[src/rtl/pong_pkg.sv]
// Shared definitions for the pong game controller: state encoding, winner codes,
// the vertical-blanking start line and score/frame counter widths.
package pong_pkg;

  typedef enum logic [2:0] {
    ST_IDLE  = 3'd0,
    ST_SERVE = 3'd1,
    ST_PLAY  = 3'd2,
    ST_POINT = 3'd3,
    ST_OVER  = 3'd4
  } state_t;

  localparam logic [1:0] WIN_NONE  = 2'b00;
  localparam logic [1:0] WIN_LEFT  = 2'b01;
  localparam logic [1:0] WIN_RIGHT = 2'b10;

  localparam int V_BLANK_START = 480;
  localparam int SCORE_W       = 4;
  localparam int FRAME_CNT_W   = 8;

  // Scores stop at their maximum instead of wrapping to zero.
  function automatic logic [SCORE_W-1:0] sat_inc(input logic [SCORE_W-1:0] v);
    return (v == '1) ? v : v + 1'b1;
  endfunction

endpackage

[src/rtl/frame_tick_gen.sv]
// One-clock pulse on the first cycle the scan position reaches the start of
// vertical blanking; a position held for several clocks yields a single pulse.
module frame_tick_gen
  import pong_pkg::*;
(
  input  logic       clk,
  input  logic       rst,
  input  logic [9:0] pixel_x,
  input  logic [9:0] pixel_y,
  output logic       frame_tick
);

  logic vb_start;
  logic vb_start_q;

  assign vb_start = (pixel_x == 10'd0) && (pixel_y == 10'(V_BLANK_START));

  always_ff @(posedge clk or posedge rst) begin
    if (rst) begin
      vb_start_q <= 1'b0;
      frame_tick <= 1'b0;
    end else begin
      vb_start_q <= vb_start;
      frame_tick <= vb_start && !vb_start_q;
    end
  end

endmodule

[src/rtl/pong_game_ctrl.sv]
// Pong game sequencer: start button, serve/point frame timers, scoring and winner.
//   state | meaning
//   IDLE  | waiting for start; last game's scores still shown
//   SERVE | ball centred, counting SERVE_FRAMES frames before release
//   PLAY  | ball in motion, watching for misses
//   POINT | a point was scored; check for win, else pause POINT_FRAMES frames
//   OVER  | game won; scores and winner frozen until start
module pong_game_ctrl
  import pong_pkg::*;
#(
  parameter int WIN_SCORE    = 7,
  parameter int SERVE_FRAMES = 60,
  parameter int POINT_FRAMES = 120
) (
  input  logic         clk,
  input  logic         rst,
  input  logic [9:0]   pixel_x,
  input  logic [9:0]   pixel_y,
  input  logic         btn_start,
  input  logic         miss_l,
  input  logic         miss_r,
  output logic         frame_tick,
  output logic         ball_en,
  output logic         ball_rst,
  output logic [3:0]   score_l,
  output logic [3:0]   score_r,
  output logic [1:0]   winner,
  output logic [2:0]   state
);

  localparam logic [SCORE_W-1:0]     WIN_VAL = SCORE_W'(WIN_SCORE);
  localparam logic [FRAME_CNT_W-1:0] SERVE_N = FRAME_CNT_W'(SERVE_FRAMES);
  localparam logic [FRAME_CNT_W-1:0] POINT_N = FRAME_CNT_W'(POINT_FRAMES);

  state_t                 state_q;
  logic [2:0]             btn_sync;
  logic                   start_evt;
  logic [FRAME_CNT_W-1:0] frame_cnt;
  logic [FRAME_CNT_W-1:0] frame_cnt_inc;

  frame_tick_gen u_frame_tick_gen (
    .clk        (clk),
    .rst        (rst),
    .pixel_x    (pixel_x),
    .pixel_y    (pixel_y),
    .frame_tick (frame_tick)
  );

  // btn_sync[1:0] is the two-flop synchronizer, btn_sync[2] holds the previous sample.
  assign start_evt     = btn_sync[1] & ~btn_sync[2];
  assign frame_cnt_inc = frame_cnt + 1'b1;
  assign state         = state_q;

  always_ff @(posedge clk or posedge rst) begin
    if (rst) begin
      state_q   <= ST_IDLE;
      btn_sync  <= '0;
      frame_cnt <= '0;
      score_l   <= '0;
      score_r   <= '0;
      winner    <= WIN_NONE;
      ball_en   <= 1'b0;
      ball_rst  <= 1'b0;
    end else begin
      btn_sync <= {btn_sync[1:0], btn_start};
      ball_en  <= 1'b0;
      ball_rst <= 1'b0;
      case (state_q)
        ST_IDLE: begin
          if (start_evt) begin
            state_q   <= ST_SERVE;
            score_l   <= '0;
            score_r   <= '0;
            winner    <= WIN_NONE;
            frame_cnt <= '0;
            ball_rst  <= 1'b1;
          end
        end
        ST_SERVE: begin
          if (frame_tick) begin
            frame_cnt <= frame_cnt_inc;
            if (frame_cnt_inc == SERVE_N) begin
              state_q <= ST_PLAY;
              ball_en <= 1'b1;
            end
          end
        end
        ST_PLAY: begin
          frame_cnt <= '0;
          if (miss_l && miss_r) begin
            // Simultaneous misses are a void rally: re-serve with no score.
            state_q  <= ST_SERVE;
            ball_rst <= 1'b1;
          end else if (miss_r) begin
            score_l <= sat_inc(score_l);
            state_q <= ST_POINT;
          end else if (miss_l) begin
            score_r <= sat_inc(score_r);
            state_q <= ST_POINT;
          end else begin
            ball_en <= 1'b1;
          end
        end
        ST_POINT: begin
          if (score_l == WIN_VAL) begin
            winner  <= WIN_LEFT;
            state_q <= ST_OVER;
          end else if (score_r == WIN_VAL) begin
            winner  <= WIN_RIGHT;
            state_q <= ST_OVER;
          end else if (frame_tick) begin
            if (frame_cnt_inc == POINT_N) begin
              frame_cnt <= '0;
              ball_rst  <= 1'b1;
              state_q   <= ST_SERVE;
            end else begin
              frame_cnt <= frame_cnt_inc;
            end
          end
        end
        ST_OVER: begin
          if (start_evt) state_q <= ST_IDLE;
        end
        default: state_q <= ST_IDLE;
      endcase
    end
  end

endmodule

[config.mk]
export PLATFORM = sky130hd
export DESIGN_NAME = pong_game_ctrl
export DESIGN_NICKNAME = d
export VERILOG_FILES = /design/src/rtl/pong_pkg.sv /design/src/rtl/frame_tick_gen.sv /design/src/rtl/pong_game_ctrl.sv
export SDC_FILE = /design/constraint.sdc
export NUM_CORES = 1
export LEC_CHECK = 0
export ABC_CLOCK_PERIOD_IN_PS = 2300
export CORE_ASPECT_RATIO = 1.25
export CORE_MARGIN = 5
export CORE_UTILIZATION = 49
export DETAILED_ROUTE_END_ITERATION = 10
export PLACE_DENSITY = 0.79
export SKIP_LAST_GASP = 1
export SLEW_MARGIN = 25
export SYNTH_ARGS = -nofsm -noshare
export SYNTH_HDL_FRONTEND = slang
export SYNTH_SLANG_ARGS = --single-unit
[constraint.sdc]
create_clock -name clk -period 2.3 [get_ports clk]
set_input_delay 0.23 -clock clk [delete_from_list [all_inputs] [get_ports clk]]
set_output_delay 0.23 -clock clk [all_outputs]
set_load 0.02 [all_outputs]
==> impl_metrics.ini, run 1 <==
[clock_network]
clkLatencyLatePin_ns = 0.27
clock-sinks = 28
cts_setup_buffers = 0
clkTransAtPathRegs_ns = 0.10
postCtsHoldBufs = 0
cts_max_level = 1
clk_path_buf_depth = 2
cts_resized = 0
root_buffer = clkbuf_8
cts_buffers = 3
cts_tree = done

[cells_and_area]
fillers = 274
layout_common_cells = clkdlybuf4s50_1 (40), dfrtp_1 (28), nand2_1 (14)
syn_to_final_growth_pct = 29.7
drive_above_1_share_pct = 8.80
mostFrequentLayoutCell = clkdlybuf4s50_1
fin_cells = 253
nNetsFinal = 245
antenna_cells = 0

[drt]
ant_nets = 0
viasPerCell = 6.06
wl_per_cell_um = 16.6
dr.pass1.iters = 4
drt_wl_total_um = 4190
dr.first_iter.drc_count = 58
post-route-drc-count = 0
vias = 1534

[timing]
worst_pin_slew_ns = 0.582
finalMaxSlewViolations = 0
setup_viol = 0
fmax_mhz = 475
final_hold_viol_count = 0
period_minus_slack_ns = 2.11
finalCritPeriodShare_pct = 91.5
rsz0062_at_grt = no
fin_skew_ns = 0.00595
tns_ns = 0
slew_headroom_pct = 61.2

[place]
dpl.hpwl_um = 3250
gp_congestion = 0.948
dp_cells = 249
portBuffers = 40

[yosys]
yosysSeqAreaShare_pct = 42.0
synthesis.nets = 202
ys_warn_count = 0
synth_area_leaders = dfrtp_1 (42%), nand2_1 (3.1%), nand3_1 (3.0%)
synth_edf_count = 0
synth_cell_types = 55
syn_inst = 174
ys_ff_latch = 28
synth_top_area_cell = dfrtp_1
syn_area_um2 = 1670
synth_top_cell_area_share_pct = 42.0
syn-mean-instance-area_um2 = 9.59
synth_flop_cell = dfrtp_1
async_reset_ff_share_pct = 100

[critical_path]
cp.required_ns = 2.46
critPathTopFamily = simple AND/OR/NAND/NOR gates
crit_path_max_fanout = 8
path_cells = ha_1 > nand2b_1 > or4b_1 > a32o_2 > o21ai_4 > a21oi_1
end_kind = flip-flop
critPathSlowestCell = or4b_1
critPathBufInv = 0
crit_type = reg -> reg
max_stage_delay_ns = 0.51
cp-start-kind = flip-flop
cp.arrival_ns = 2.26

[die]
boundaryPins = 41
core_area_um2 = 3250
dieArea_um2 = 4680
die_h_um = 75.3
initial_core_util_pct = 51.3
dieWidth_um = 62.2
rows = 23

[grt]
antenna_found_initial = 0
grt_max_degree = 29
use_met3_pct = 2.09
use_met1_pct = 20.8
grt_pass1_vias = 1622
globalRouteOverflowTotal = 0
grt_util_all_layers_pct = 18.9
grt-busiest-layer = met2
grt_pass1_wl_um = 7270
globalRouteMet2Util_pct = 37.9

[job]
max-cap-violations = 0

[hold_path]
worstHoldPathType = in -> async

[power]
leakage_uw = 0.000885
power_density_nw_per_um2 = 636
ir_worst_vdd_v = 0.000600

[outcome]
status = finished, final reports clean
through the flow:
stage               hold WS [ns]  instance area [um2]  util [%]  setup slack, ns  power, uW
floorplan                  0.261                 1670         -            0.282        822
global placement           0.336                 2090      64.4            0.279        988
detailed placement         0.343                 2090      64.4            0.223        999
CTS                        0.324                 2160      66.6            0.199       1390
global route               0.354                 2160      66.6            0.107       1450
finish                     0.313                 2160      66.6            0.194       1380
synth_stat cells, drive strengths merged (2+ instances only):
| master | n |
|---|---|
| nor3b | 2 |
| xor2 | 4 |
| nand3 | 10 |
| nand2b | 7 |
| inv | 7 |
| ha | 3 |
| o21bai | 2 |
| and4b | 2 |
| a32o | 2 |
| nand4b | 3 |
| nor4 | 7 |
| nand4 | 6 |
| nand2 | 14 |
| mux2i | 2 |
| and2 | 3 |
| o2bb2ai | 4 |
| buf | 3 |
| clkbuf | 4 |
| and3b | 2 |
| a21boi | 2 |
| a21oi | 8 |
| nor2 | 9 |
| dfrtp | 28 |
| nor3 | 2 |
| o21ai | 13 |
| and3 | 5 |
cells by family (layout without fill, tap and decap cells):
group	after synthesis	in the layout	synth area share [%]
buffers and inverters	14	56	5.17
xor gates and xnor gates	5	5	2.62
muxes	3	3	1.87
AOI/OAI and AO/OA	44	44	19.4
DFF	28	28	42.0
and+or+nand+nor	77	77	26.7
adders and majority gates	3	3	2.25
worst reg2reg max path, delay by kind of cell, from the launching register on:
kind / cells / cell delay, ns
and+or+nand+nor: 2 / 0.66
AOI/OAI and AO/OA: 3 / 0.64
DFF: 1 / 0.46
adders and majority gates: 1 / 0.23
final timing paths:
path,slack [ns],end,start,depth (start not counted)
worst max-delay path,0.19,frame_cnt[5]$_DFFE_PP0P_,frame_cnt[0]$_DFFE_PP0P_,6
worst min-delay path,0.31,score_r[2]$_DFFE_PP0P_,rst,3
worst max register to register,0.19,frame_cnt[5]$_DFFE_PP0P_,frame_cnt[0]$_DFFE_PP0P_,6
worst min register to register,0.36,btn_sync[1]$_DFF_PP0_,btn_sync[0]$_DFF_PP0_,0
max in group asynchronous,1.71,frame_cnt[1]$_DFFE_PP0P_,rst,3
min in group clk,0.36,btn_sync[1]$_DFF_PP0_,btn_sync[0]$_DFF_PP0_,0
cell type report:
class	instances	area (um2)	area share (%)
inverters	7	26.3	1.21
repair buffers	45	438	20.2
flip-flops and latches	28	701	32.4
clock inverters	1	30.0	1.39
multi-input cells	132	882	40.8
well taps	37	46.3	2.14
clock buffers	3	41.3	1.91
report_power, final:
group | switching, uW | internal, uW
Sequential | 73.7 | 540
Clock | 150 | 233
Combinational | 193 | 188
Total | 417 | 961
registers in the layout, indices dropped and copies added (netlist names):
signal and cells:
winner 2, u_frame_tick_gen.frame_tick 1, state 3, score_r 4, frame_cnt 8, u_frame_tick_gen.vb_start_q 1, score_l 4, btn_sync 3
ball_en 1, ball_rst 1
layer usage:
| layer | vias to the layer above | part of all wire [%] | wire length (um) |
|---|---|---|---|
| li1 | 738 | - | - |
| met1 | 754 | 39 | 1630 |
| met2 | 36 | 57 | 2410 |
| met3 | 6 | 2.3 | 98 |
| met4 | 0 | 1.3 | 55 |
| met5 | - | 0 | 0 |
Power figures use the tool's default switching activity.
==> inputs of run 2 (changes only) <==
--- a/config.mk
+++ b/config.mk
@@ -11,6 +11,7 @@
 export CORE_UTILIZATION = 49
 export DETAILED_ROUTE_END_ITERATION = 10
 export PLACE_DENSITY = 0.79
+export SETUP_SLACK_MARGIN = 0.4
 export SKIP_LAST_GASP = 1
 export SLEW_MARGIN = 25
 export SYNTH_ARGS = -nofsm -noshare
==> run 2 against run 1 <==
  * First-iteration DRC count increased by 130%
  * Combinational power increased by 20%
  * Die area unchanged
  * Final area increased by 7.7%
  * Clock power increased by 4%
  * Non-clock buffer count increased by 10
  * Critical path depth increased by 1
  * Count of clock-buffer cells in the layout unchanged
  * Sequential share of layout area decreased by 2.0 points
  * Critical endpoint is now state[0]$_DFFE_PP0P_
  * Largest cell class unchanged
==> impl_metrics.ini, run 2 (synthesis results as in run 1) <==
[critical_path]
cp-start-kind = flip-flop
crit_path_max_fanout = 3
end_kind = flip-flop
cp.arrival_ns = 2.18
max_stage_delay_ns = 0.49
critPathBufInv = 1
critPathTopFamily = simple AND/OR/NAND/NOR gates
cp-endpoint = state[0]$_DFFE_PP0P_
crit_cells = 7
startpoint = frame_cnt[0]$_DFFE_PP0P_
critPathSlowestCell = or4b_4
reg2reg_depth = 7
path_cells = ha_4 > nand2b_4 > or4b_4 > buf_4 > a31oi_4 > a21boi_1 > o211a_1
rrSetupSlack_ns = 0.30
crit_type = reg -> reg
r2r-end = state[0]$_DFFE_PP0P_
rr_startpoint = frame_cnt[0]$_DFFE_PP0P_
cp.required_ns = 2.48

[timing]
tns_ns = 0
final_hold_viol_count = 0
fmax_mhz = 500
worst_pin_slew_ns = 0.466
holdWs_ns = 0.322
finalMaxSlewViolations = 0
period_minus_slack_ns = 2.00
fin_ws_ns = 0.302
fin_skew_ns = 0.00947
setup_viol = 0
rsz0062_at_grt = yes
finalCritPeriodShare_pct = 86.9
slew_headroom_pct = 68.8

[grt]
globalRouteOverflowTotal = 0
antenna_found_initial = 0
grt_pass1_vias = 1740
grt_max_degree = 29
grt_pass1_wl_um = 7940
grt_util_all_layers_pct = 20.8

[drt]
post-route-drc-count = 0
viasPerCell = 6.36
drt_wl_total_um = 4970
dr.first_iter.drc_count = 136
ant_nets = 0
dr.pass1.iters = 7
wl_per_cell_um = 18.9
vias = 1673

[cells_and_area]
antenna_cells = 0
top_regs = frame_cnt x8, score_l x4, score_r x4
fin_cells = 263
top_register = frame_cnt
mostFrequentLayoutCell = clkdlybuf4s50_1
nNetsFinal = 255
final_area_um2 = 2330
fillers = 243
layout_common_cells = clkdlybuf4s50_1 (40), dfrtp_1 (22), nand2_1 (14), buf_4 (14), nand3_1 (10)
drive_above_1_share_pct = 21.7
largest_reg_flops = 8
syn_to_final_growth_pct = 39.7

[clock_network]
cts_buffers = 3
clkTransAtPathRegs_ns = 0.11
root_buffer = clkbuf_8
postCtsHoldBufs = 0
cts_max_level = 1
clkLatencyLatePin_ns = 0.28
clk_path_buf_depth = 2
cts_tree = done
clock-sinks = 28

[die]
core_area_um2 = 3250
dieArea_um2 = 4680
rows = 23
dieWidth_um = 62.2
die_h_um = 75.3
initial_core_util_pct = 51.3
boundaryPins = 41

[job]
max-cap-violations = 0

[place]
dpl-instance-area_um2 = 2100
dp_cells = 248
pre_cts_slack_ns = 0.224
dpl.hpwl_um = 3310
gp_congestion = 0.875
portBuffers = 40

[power]
leakage_uw = 0.000920
power_density_nw_per_um2 = 635
ir_worst_vdd_v = 0.000475

[hold_path]
worstHoldPathType = in -> async

[outcome]
status = finished, final reports clean
## run 2: changes by cell type in the layout (fill, tap and decap cells not counted), moves of 2 or more
cell / previous run / this run
dfrtp_1: 28 / 22
and3b_1: 2 / 0
buf_4: 5 / 14
and3b_2: 0 / 2
dfrtp_2: 0 / 6
ha_2: 0 / 2
ha_1: 3 / 0
## run 2: layout make-up
type | instances | area, um2 | share of cell area, %
clock buffers | 3 | 41.3 | 1.77
clock inverters | 1 | 30.0 | 1.29
inverters | 7 | 26.3 | 1.13
multi-input cells | 132 | 962 | 41.3
flip-flops and latches | 28 | 708 | 30.4
well taps | 37 | 46.3 | 1.99
repair buffers | 55 | 517 | 22.2
## run 2: worst min path at each step
stage          slack [ns]                   from                endpoint
2_1_floorplan        0.26              btn_start   btn_sync[0]$_DFF_PP0_
3_3_place_gp         0.34  btn_sync[0]$_DFF_PP0_   btn_sync[1]$_DFF_PP0_
3_5_place_dp         0.34  btn_sync[0]$_DFF_PP0_   btn_sync[1]$_DFF_PP0_
4_1_cts              0.35                    rst  score_r[1]$_DFFE_PP0P_
5_1_grt              0.38                    rst   btn_sync[0]$_DFF_PP0_
6_report             0.32                    rst  score_r[1]$_DFFE_PP0P_
## run 2: report_power, final
part,switching [uW],internal (uW),leakage (uW)
registers,80.0,544,0.000358
clock network,165,233,0.0000357
logic,221,237,0.000526
total,466,1010,0.000920
## run 2: layer usage
layer  track usage (%)  vias to the layer above  part of all wire (%)
met5                 0                        -                     0
met4              7.23                        0                   2.3
met3              2.24                       14                   4.5
met2              42.1                       74                    56
met1              22.3                      829                    37
li1                  -                      756                     -
## run 2: worst reg2reg max path: cells and delay by family (launching register included)
family,cells,cell delay [ns]
AOI/OAI and AO/OA,3,0.49
DFF,1,0.45
and+or+nand+nor,2,0.63
adders and majority gates,1,0.17
buffers and inverters,1,0.16
## run 2: metrics by stage
stage          utilization, %  total power, uW
2_1_floorplan               -              822
3_3_place_gp             64.4              990
3_5_place_dp             64.4             1000
4_1_cts                  69.4             1440
5_1_grt                  71.7             1550
6_report                 71.7             1480
## run 2: what timing repair did
action,in CTS,in global routing
setup buffers,8,3
gates resized for setup,8,14
setup endpoints to repair,12,18
pin swaps,3,4
==> inputs of run 3 (changes only) <==
--- a/config.mk
+++ b/config.mk
@@ -5,12 +5,13 @@
 export SDC_FILE = /design/constraint.sdc
 export NUM_CORES = 1
 export LEC_CHECK = 0
-export ABC_CLOCK_PERIOD_IN_PS = 2300
+export ABC_AREA = 0
+export ABC_CLOCK_PERIOD_IN_PS = 1700
 export CORE_ASPECT_RATIO = 1.25
 export CORE_MARGIN = 5
-export CORE_UTILIZATION = 49
+export CORE_UTILIZATION = 44
 export DETAILED_ROUTE_END_ITERATION = 10
-export PLACE_DENSITY = 0.79
+export PLACE_DENSITY = 0.75
 export SETUP_SLACK_MARGIN = 0.4
 export SKIP_LAST_GASP = 1
 export SLEW_MARGIN = 25
==> constraint.sdc (replaced) <==
create_clock -name clk -period 1.7 [get_ports clk]
set_input_delay 0.17 -clock clk [delete_from_list [all_inputs] [get_ports clk]]
set_output_delay 0.17 -clock clk [all_outputs]
set_load 0.02 [all_outputs]
==> run 3 against run 2 <==
  * The run now ends with negative setup slack left
  * Total power is 44% higher
  * Clock power is 35% higher
  * Combinational power is 69% higher
==> impl_metrics.ini, run 3 (synthesis results as in run 1) <==
[job]
max-cap-violations = 0

[grt]
antenna_found_initial = 0
grt_pass1_vias = 1799
grt_max_degree = 29
grt_pass1_wl_um = 8070
grt_util_all_layers_pct = 19.9
globalRouteOverflowTotal = 0

[power]
intPower_uw = 1450
p_clk_share_pct = 25.2
leakage_uw = 0.00113
combPwrFrac_pct = 36.1
seqPwrFrac_pct = 38.7
power_density_nw_per_um2 = 818
p_switching_uw = 690
ir_worst_vdd_v = 0.000660
p_sw_share_pct = 32.3

[critical_path]
reg2reg_depth = 6
cp-start-kind = flip-flop
rr_startpoint = frame_cnt[0]$_DFFE_PP0P_
r2r-end = state[1]$_DFFE_PP0P_
crit_type = reg -> reg
rrSetupSlack_ns = -0.28
crit_path_max_fanout = 4
startpoint = frame_cnt[0]$_DFFE_PP0P_
cp.arrival_ns = 2.14
cp.required_ns = 1.86
end_kind = flip-flop

[cells_and_area]
nNetsFinal = 280
drive_above_1_share_pct = 37.5
fin_cells = 291
mostFrequentLayoutCell = buf_4
final_core_util_pct = 70.2
top_register = frame_cnt
largest_reg_flops = 8
syn_to_final_growth_pct = 56.5
layout_common_cells = buf_4 (35), clkdlybuf4s50_1 (24), dfrtp_1 (22)
top_regs = frame_cnt x8, score_l x4, score_r x4
antenna_cells = 0

[die]
rows = 25
dieArea_um2 = 5130
dieWidth_um = 65.1
boundaryPins = 41
initial_core_util_pct = 44.8
die_h_um = 78.9
core_area_um2 = 3720

[timing]
period_minus_slack_ns = 1.98
final_hold_viol_count = 0
finalCritPeriodShare_pct = 117
fin_ws_ns = -0.283
rsz0062_at_grt = yes
fmax_mhz = 504
slew_headroom_pct = 75.8
setup_viol = 11
worst_pin_slew_ns = 0.363
fin_skew_ns = 0.00654
finalMaxSlewViolations = 0

[drt]
dr.first_iter.drc_count = 57
wl_per_cell_um = 17.3
vias = 1733
post-route-drc-count = 0
dr.pass1.iters = 4
drt_wl_total_um = 5050
viasPerCell = 5.96
ant_nets = 0

[clock_network]
cts_max_level = 1
clkTransAtPathRegs_ns = 0.10
cts_buffers = 3
clkLatencyLatePin_ns = 0.29
cts_tree = done
clk_path_buf_depth = 2
clock-sinks = 28
root_buffer = clkbuf_8

[place]
dpl.hpwl_um = 3770
gp_congestion = 0.882
portBuffers = 40
dp_cells = 276

[outcome]
violations = negative setup slack
status = finished with violations

[hold_path]
worstHoldPathType = in -> async
## run 3: changes by cell type in the layout (fill, tap and decap cells not counted), moves of 3 or more
cell | previous run | this run
buf_4 | 14 | 35
buf_6 | 1 | 5
o21ai_0 | 6 | 2
dlygate4sd2_1 | 0 | 7
buf_2 | 0 | 4
clkdlybuf4s50_1 | 40 | 24
nand3_1 | 10 | 6
nand3_2 | 0 | 3
## run 3: repair_timing
| action | 4_1_cts | 5_1_grt |
|---|---|---|
| gates resized for setup | 39 | 26 |
| pin swaps | 11 | 12 |
| setup buffers | 8 | 3 |
| endpoints found under the setup margin | 38 | 30 |
| hold buffers | 0 | 0 |
| gates cloned | 0 | 0 |
## run 3: metal layers
metal | track usage, % | part of all wire [%] | routed length [um] | up-vias
li1 | - | - | - | 811
met1 | 21.3 | 37 | 1870 | 871
met2 | 37.9 | 58 | 2920 | 38
met3 | 3.39 | 2.7 | 136 | 13
met4 | 7.88 | 2.5 | 126 | 0
met5 | 0 | 0 | 0 | -
## run 3: final cells by class
type	count	area (um2)
Fill cell	294	1110
Tap cell	40	50.0
Multi-Input combinational cell	132	1060
Timing Repair Buffer	80	692
Clock inverter	1	30.0
Clock buffer	3	41.3
Inverter	7	26.3
Sequential cell	28	708
## run 3: worst max path at each step
stage | to | slack (ns)
finish | state[1]$_DFFE_PP0P_ | -0.28
global route | state[1]$_DFFE_PP0P_ | -0.36
CTS | state[1]$_DFFE_PP0P_ | -0.27
detailed placement | state[0]$_DFFE_PP0P_ | -0.27
global placement | state[0]$_DFFE_PP0P_ | -0.22
floorplan | frame_cnt[0]$_DFFE_PP0P_ | -0.23
## run 3: worst max-delay path: stages (launching register included)
cell and delay [ns]:
dfrtp_1 0.42, ha_2 0.19, nand2b_4 0.14, or4b_4 0.49, a32o_2 0.33, o21bai_1 0.19
a211oi_2 0.10
## run 3: power groups by stage
stage / registers [uW] / logic (uW) / clock network, uW
2_1_floorplan: 888 / 310 / 0
3_3_place_gp: 838 / 663 / 0
3_5_place_dp: 841 / 688 / 0
4_1_cts: 828 / 715 / 538
5_1_grt: 836 / 825 / 581
6_report: 827 / 772 / 539
## run 3: per-stage QoR
stage	total power, uW	hold WS (ns)	TNS, ns	worst slack (ns)	instance area (um2)
floorplan	1200	0.201	-1.97	-0.228	1780
global placement	1500	0.339	-1.73	-0.223	2370
detailed placement	1530	0.340	-2.17	-0.273	2370
CTS	2080	0.264	-2.14	-0.265	2540
global route	2240	0.290	-3.30	-0.360	2610
finish	2140	0.245	-2.30	-0.283	2610
